--- src/rtl/serial_sub_ctrl_if.sv ---
// Handshake and data bundle between a requester and the bit-serial subtract sequencer.
// The requester drives start and the operands; the sequencer returns status and result.
interface serial_sub_ctrl_if #(
    parameter int WIDTH = 8
);
    logic             start;
    logic [WIDTH-1:0] a;
    logic [WIDTH-1:0] b;
    logic             busy;
    logic             done;
    logic [WIDTH-1:0] diff;
    logic             borrow_out;
    logic             zero;

    modport master (
        output start, a, b,
        input  busy, done, diff, borrow_out, zero
    );

    modport slave (
        input  start, a, b,
        output busy, done, diff, borrow_out, zero
    );
endinterface

--- src/rtl/serial_sub_ctrl.sv ---
// Bit-serial subtractor: one bit per clock, LSB first, through a full-subtract stage
// built from two half-subtractor cells and a borrow flop. Result registers update once per operation.
module serial_sub_ctrl #(
    parameter int WIDTH = 8
) (
    input  logic               clk,
    input  logic               rst_n,
    serial_sub_ctrl_if.slave   bus
);
    localparam int CNT_W = (WIDTH > 1) ? $clog2(WIDTH) : 1;
    localparam logic [CNT_W-1:0] LAST = CNT_W'(WIDTH - 1);

    typedef enum logic [1:0] {
        ST_IDLE = 2'd0,
        ST_RUN  = 2'd1,
        ST_DONE = 2'd2
    } state_t;

    state_t           state_q, state_d;
    logic [WIDTH-1:0] sa_q, sa_d;
    logic [WIDTH-1:0] sb_q, sb_d;
    logic [WIDTH-1:0] work_q, work_d;
    logic             bin_q, bin_d;
    logic [CNT_W-1:0] cnt_q, cnt_d;
    logic [WIDTH-1:0] diff_q, diff_d;
    logic             borrow_q, borrow_d;
    logic             zero_q, zero_d;

    logic             d1, br1, d_bit, br2, borrow_new;
    logic [WIDTH-1:0] work_shift;

    // Two cascaded half-subtractors form the full-subtract stage on the current LSBs.
    always_comb begin
        d1         = sa_q[0] ^ sb_q[0];
        br1        = ~sa_q[0] & sb_q[0];
        d_bit      = d1 ^ bin_q;
        br2        = ~d1 & bin_q;
        borrow_new = br1 | br2;
        work_shift = (work_q >> 1) | (WIDTH'(d_bit) << (WIDTH - 1));
    end

    always_comb begin
        state_d  = state_q;
        sa_d     = sa_q;
        sb_d     = sb_q;
        work_d   = work_q;
        bin_d    = bin_q;
        cnt_d    = cnt_q;
        diff_d   = diff_q;
        borrow_d = borrow_q;
        zero_d   = zero_q;

        case (state_q)
            ST_IDLE: begin
                if (bus.start) begin
                    sa_d    = bus.a;
                    sb_d    = bus.b;
                    bin_d   = 1'b0;
                    cnt_d   = '0;
                    state_d = ST_RUN;
                end
            end
            ST_RUN: begin
                work_d = work_shift;
                sa_d   = sa_q >> 1;
                sb_d   = sb_q >> 1;
                bin_d  = borrow_new;
                cnt_d  = cnt_q + CNT_W'(1);
                // The last bit's edge publishes the result directly from the shifter.
                if (cnt_q == LAST) begin
                    diff_d   = work_shift;
                    borrow_d = borrow_new;
                    zero_d   = (work_shift == '0);
                    state_d  = ST_DONE;
                end
            end
            ST_DONE: begin
                state_d = ST_IDLE;
            end
            default: begin
                state_d = ST_IDLE;
            end
        endcase
    end

    always_ff @(posedge clk) begin
        if (!rst_n) begin
            state_q  <= ST_IDLE;
            sa_q     <= '0;
            sb_q     <= '0;
            work_q   <= '0;
            bin_q    <= 1'b0;
            cnt_q    <= '0;
            diff_q   <= '0;
            borrow_q <= 1'b0;
            zero_q   <= 1'b0;
        end else begin
            state_q  <= state_d;
            sa_q     <= sa_d;
            sb_q     <= sb_d;
            work_q   <= work_d;
            bin_q    <= bin_d;
            cnt_q    <= cnt_d;
            diff_q   <= diff_d;
            borrow_q <= borrow_d;
            zero_q   <= zero_d;
        end
    end

    assign bus.busy       = (state_q != ST_IDLE);
    assign bus.done       = (state_q == ST_DONE);
    assign bus.diff       = diff_q;
    assign bus.borrow_out = borrow_q;
    assign bus.zero       = zero_q;
endmodule
--- src/flat_wrapper.sv ---
// flat-port wrapper written by rule: the top's interface ports become plain ports
module serial_sub_ctrl_flat 
#(
    parameter int WIDTH = 8
)
  (clk, rst_n, bus_start, bus_a, bus_b, bus_busy, bus_done, bus_diff, bus_borrow_out, bus_zero);
  serial_sub_ctrl_if #(.WIDTH(WIDTH)) bus_i ();
  input  logic clk;
  input  logic rst_n;
  input wire logic [$bits(bus_i.start)-1:0] bus_start;
  input wire logic [$bits(bus_i.a)-1:0] bus_a;
  input wire logic [$bits(bus_i.b)-1:0] bus_b;
  output wire logic [$bits(bus_i.busy)-1:0] bus_busy;
  output wire logic [$bits(bus_i.done)-1:0] bus_done;
  output wire logic [$bits(bus_i.diff)-1:0] bus_diff;
  output wire logic [$bits(bus_i.borrow_out)-1:0] bus_borrow_out;
  output wire logic [$bits(bus_i.zero)-1:0] bus_zero;
  assign bus_i.start = bus_start;
  assign bus_i.a = bus_a;
  assign bus_i.b = bus_b;
  assign bus_busy = bus_i.busy;
  assign bus_done = bus_i.done;
  assign bus_diff = bus_i.diff;
  assign bus_borrow_out = bus_i.borrow_out;
  assign bus_zero = bus_i.zero;
  serial_sub_ctrl #(.WIDTH(WIDTH)) u_core (.clk(clk), .rst_n(rst_n), .bus(bus_i));
endmodule
--- config.mk ---
export PLATFORM = sky130hd
export DESIGN_NAME = serial_sub_ctrl_flat
export DESIGN_NICKNAME = d
export VERILOG_FILES = /design/src/rtl/serial_sub_ctrl_if.sv /design/src/rtl/serial_sub_ctrl.sv /design/src/flat_wrapper.sv
export SDC_FILE = /design/constraint.sdc
export NUM_CORES = 1
export LEC_CHECK = 0
export BUFFER_PORTS_ARGS = -buffer_cell sky130_fd_sc_hd__buf_4
export CAP_MARGIN = 20
export CORE_MARGIN = 1
export CORE_UTILIZATION = 50
export CTS_CLUSTER_DIAMETER = 40
export DETAILED_ROUTE_END_ITERATION = 16
export GPL_TIMING_DRIVEN = 0
export PLACE_DENSITY_LB_ADDON = 0.1
export SYNTH_ARGS = -nofsm -noshare
export SYNTH_HDL_FRONTEND = slang
export SYNTH_SLANG_ARGS = --single-unit
--- constraint.sdc ---
create_clock -name clk -period 3 [get_ports clk]
set_input_delay 0.15 -clock clk [delete_from_list [all_inputs] [get_ports clk]]
set_output_delay 0.15 -clock clk [all_outputs]
set_load 0.01 [all_outputs]
# Word-level counts from Yosys, hierarchy flattened
# Cells that the tools add are included.
[totals] register_bits=40 in_bits=19
[op_classes] n_eq_ne=5 reduce_logical=7 muxes=11 bitwise_logic=8 n_addsub=1
[op_table] operator="8-bit case mux with 2 select lines" count=2
[op_table] operator="8-bit 2-to-1 mux" count=2
[op_table] operator="8-bit zero test" count=1
[op_table] operator="7-bit by 8-bit bitwise OR with 8-bit output" count=1
[op_table] operator="3-bit case mux with 2 select lines" count=1
[op_table] operator="2-bit AND reduction" count=3
[op_table] operator="2-bit 2-to-1 mux" count=2
[op_table] operator="2-bit case mux with 2 select lines" count=1
[op_table] operator="2-bit nonzero test" count=2
[op_table] operator="3-bit by 1-bit adder with 3-bit output, second input constant" count=1
[op_table] operator="3-bit equality test, second input constant" count=1
[op_table] operator="3-bit 2-to-1 mux" count=1
[op_table] operator="1-bit bitwise AND" count=2
[op_table] operator="2-bit by 1-bit equality test with 1-bit output, second input constant" count=1
[op_table] operator="2-bit equality test, second input constant" count=1
[op_table] operator="2-bit zero test" count=1
[op_table] operator="2-bit by 1-bit != test with 1-bit output, second input constant" count=1
[op_table] operator="2-bit != test, second input constant" count=1
[op_table] operator="1-bit inverter" count=2
[op_table] operator="1-bit case mux with 2 select lines" count=1
[op_table] operator="1-bit bitwise XOR" count=2
[op_table] operator="1-bit 2-to-1 mux" count=1
[op_table] operator="1-bit bitwise OR" count=1

# Depth between registers and ports, before layout
[logic_depth] ltp_word=5 depth_mapped=6

# Least setup slack after synthesis
# No wires, ideal clock.
[synth_timing] path_type="register to register" from="register u_core.cnt_q[0]" to="register u_core.borrow_q, in the netlist u_core.bus.borrow_out" path_slack_ns=1.649 n_path_buf=1 setup_ns=0.116 stages_incl_launch_ff=6 arrival_ns=1.235 path_cell_list="dfxtp_1 ha_1 ha_1 and3b_2 buf_6 o211a_1"
[synth_via] elab_chain_cells=2
[synth_rtl] element="from (decl)" line_no="serial_sub_ctrl.sv:24" rtl="logic [CNT_W-1:0] cnt_q, cnt_d;"
[synth_rtl] element="from (signal assigned)" line_no="serial_sub_ctrl.sv:103" rtl="cnt_q <= cnt_d;"
[synth_rtl] element="3-bit equality test" line_no="serial_sub_ctrl.sv:70" rtl="if (cnt_q == LAST) begin"
[synth_rtl] element="2-bit AND reduction (no line)"
[synth_rtl] element="to (signal assigned)" line_no="serial_sub_ctrl.sv:105" rtl="borrow_q <= borrow_d;"
[synth_rtl] element="to (decl)" line_no="serial_sub_ctrl.sv:26" rtl="logic borrow_q, borrow_d;"
# No other way between the ends.
# A chain may end at the register's enable or synchronous reset.

# Worst setup path in the final report
[layout_timing] from="register u_core.state_q[1]" to="output bus_done"
[layout_via] elab_chain_cells=1
[layout_rtl] element="from (decl)" line_no="serial_sub_ctrl.sv:19" rtl="state_t state_q, state_d;"
[layout_rtl] element="from (signal assigned)" line_no="serial_sub_ctrl.sv:98" rtl="state_q <= state_d;"
[layout_rtl] element="2-bit equality test" line_no="serial_sub_ctrl.sv:111" rtl="assign bus.done = (state_q == ST_DONE);"
[layout_rtl] element="to (decl)" line_no="flat_wrapper.sv:14" rtl="output wire logic [$bits(bus_i.done)-1:0] bus_done;"
# No other way between the ends.

==> out/qor.yml <==
status:
  status: "complete, no violations"
setup_path:
  cp_max_fo: 10
  cp-endpoint: "bus_done"
  cp_num_cells: 4
  r2r-end: "u_core.bus.zero"
  startpoint: "u_core.state_q[1]"
  r2r-start: "u_core.sb_q[0]"
  crit_arrival_ps: 1560
  crit_path_end_kind: "output pin"
  crit_slowest_cell: "dfxtp_1"
  path_class: "reg2out"
  critical_path_buf_inv_count: 3
  slowest_delay_ps: 400
  crit_family: "buffers and inverters"
  reg2reg_depth: 5
  path_cells: "buf_6 -> clkbuf_1 -> nor2b_1 -> buf_4"
  crit_path_start_kind: "register"
  crit_required_ps: 2850
  r2r_slack_ps: 1440
logic_synthesis:
  synth.top_cell.area_share_pct: 44.67
  synth_top_area_cell: "dfxtp_1"
  synth-seq-cells: 39
  synth_nets: 215
  syn_area_per_cell_um2: 9.057
  synth_seq_area_share_pct: 44.67
  synth_area_um2: 1748
  synth_cell_type_count: 29
  ys_warn_count: 0
  synth_area_leaders: "dfxtp_1 (45%), nand2_1 (7.3%), nor2b_1 (7.2%)"
  syn_inst: 193
place:
  hpwl_mm: 2.637
  gp_congestion: 0.8236
  port_buffers: 28
power:
  ir_worst_vdd_mv: 0.3174
  p_per_area_nw_per_um2: 481.8
  total_power_mw: 1.006
  p_leak_nw: 0.8633
global_route:
  grt_overflow: 0
  grt_pass1_vias: 1317
  antenna_found_initial: 0
  track_usage_pct: 22.15
  grt_max_degree: 13
  grt_pass1_wl_mm: 5.968
clocking:
  h-tree-depth: 2
  cts_setup_buffers: 0
  cts_tree: "built"
  numCtsBuffers: 5
  cts-resized-gates: 0
  cts_max_path_buffers: 2
  path_clk_slew_ps: 120
  cts_root_buffer: "clkbuf_4"
  clk_latency_ps: 360
  numClockSinks: 39
  cts_hold_buf: 0
floorplan:
  die-area_um2: 3736
  core_um2: 3337
  rows: 21
  start_util_pct: 52.38
  ioPinCount: 31
  fp.dieH_um: 61.13
  die_x_um: 61.13
routing:
  ant_nets: 0
  viasPerCell: 5.331
  wire_per_inst_um: 13.37
  via_count: 1466
  firstDrtPassIters: 5
  wl_mm: 3.678
  drtIter0Drc: 57
  route.detailed.drc: 0
timing:
  drv_slew: 0
  rsz0062_at_grt: "false"
  fmax_ghz: 0.5835
  tightestPinTransition_ps: 457.7
  period_needed_ps: 1714
  slew_headroom_pct: 69.49
  hold_viol_final: 0
  whs_ps: 82.08
  fin_crit_sh_pct: 57.13
  skew_ps: 10.93
  finalSetupViolations: 0
  fin_tns_setup_ps: 0
flow_run:
  drv_cap: 0
finish:
  final_util_pct: 62.58
  fillers: 318
  antenna_cells: 0
  drive_gt1_share_pct: 23.58
  area_growth_pct: 19.47
  nets: 250
hold_path:
  hp-class: "in2reg"
## cells in the final DEF, fill, tap and decap left out, types with 2 or more instances in the layout
| cell | instances |
|---|---|
| dfxtp_1 | 39 |
| nand2_1 | 34 |
| buf_4 | 28 |
| nor2b_1 | 20 |
| nor2_1 | 15 |
| a21boi_0 | 14 |
| a21oi_1 | 14 |
| o221a_1 | 9 |
| buf_6 | 6 |
| clkbuf_1 | 6 |
| buf_2 | 5 |
| o221a_2 | 5 |
| clkbuf_4 | 5 |
| inv_1 | 3 |
| a22oi_1 | 2 |
| nor4_1 | 2 |
| o211a_1 | 2 |
| and2_1 | 2 |
| a32oi_1 | 2 |
| ha_1 | 2 |
| clkbuf_8 | 2 |
## tightest hold or removal path, stage by stage
cell and delay [ps]:
buf_4 80, a32oi_1 80, nor2b_1 100
## where the power goes
part / total, mW / internal, mW / switching (mW)
combinational: 0.133 / 0.0696 / 0.0636
sequential: 0.555 / 0.541 / 0.0139
clock: 0.318 / 0.137 / 0.181
total: 1.01 / 0.748 / 0.258
## synthesized netlist by cell type
master    number
nor2b_1       20
o221a_1        9
inv_1          3
nor4_1         2
nand2_1       34
and3b_2        1
ha_1           2
buf_2          5
dfxtp_1       39
o21bai_1       1
nand3b_2       1
clkbuf_1       6
o22ai_1        1
nand4_1        1
nor2_1        15
nand3_1        1
a21oi_1       14
and3_1         1
o211a_1        2
o21ba_1        1
a32oi_1        2
fa_1           1
a21boi_1       1
buf_6          6
and2_1         2
o221a_2        5
a22oi_1        2
nand2b_1       1
a21boi_0      14
## logic make-up (layout without fill, tap and decap cells)
logic type / after synthesis / count (layout) / synth area share, %
AND/OR/NAND/NOR: 79 / 79 / 21.69
adder cells (fa/ha/maj): 3 / 3 / 2.577
AO/OA/AOI/OAI: 52 / 52 / 23.84
flip-flops: 39 / 39 / 44.67
buffers and inverters: 20 / 56 / 7.229
## routing by layer
layer	vias up	track usage, %	routed length, um
met4	0	10.71	68
met3	8	4.412	127
met5	-	0	0
li1	739	-	-
met1	690	26.05	1661
met2	29	38.51	1821
## stage by stage
stage,instance area [um^2],cells,worst slack (ps)
2_1_floorplan,1748,193,1649
3_3_place_gp,2016,267,1496
3_5_place_dp,2016,267,1470
4_1_cts,2088,275,1264
5_1_grt,2088,275,1137
6_report,2088,275,1286
## state kept, by name, indices dropped and copies added, names as in the netlist
register               flops
u_core.sb_q                8
u_core.bus.zero            1
u_core.bus.diff            8
u_core.sa_q                8
u_core.work_q              7
u_core.bin_q               1
u_core.cnt_q               3
u_core.state_q             2
u_core.bus.borrow_out      1
## how the worst min path moves through the flow
stage,from,endpoint,slack [ps],cells after the start
after floorplan,bus_a[7],u_core.sa_q[7],340,2
after global placement,bus_b[7],u_core.sb_q[7],440,3
after detailed placement,u_core.bus.zero,u_core.bus.zero,440,2
after CTS,bus_a[7],u_core.sa_q[7],80,3
after global routing,bus_a[7],u_core.sa_q[7],80,3
final,bus_a[7],u_core.sa_q[7],80,3
## layout make-up
| class | instances | area (um^2) | share of cell area [%] |
|---|---|---|---|
| Clock buffer | 7 | 65.06 | 3.116 |
| Buffer | 17 | 115.1 | 5.512 |
| Inverter | 3 | 11.26 | 0.5392 |
| Multi-Input combinational cell | 134 | 840.8 | 40.26 |
| Sequential cell | 39 | 780.7 | 37.39 |
| Timing Repair Buffer | 28 | 210.2 | 10.07 |
| Tap cell | 46 | 57.56 | 2.756 |
| Clock inverter | 1 | 7.507 | 0.3595 |
No activity file was read; power rests on OpenSTA's default activity.
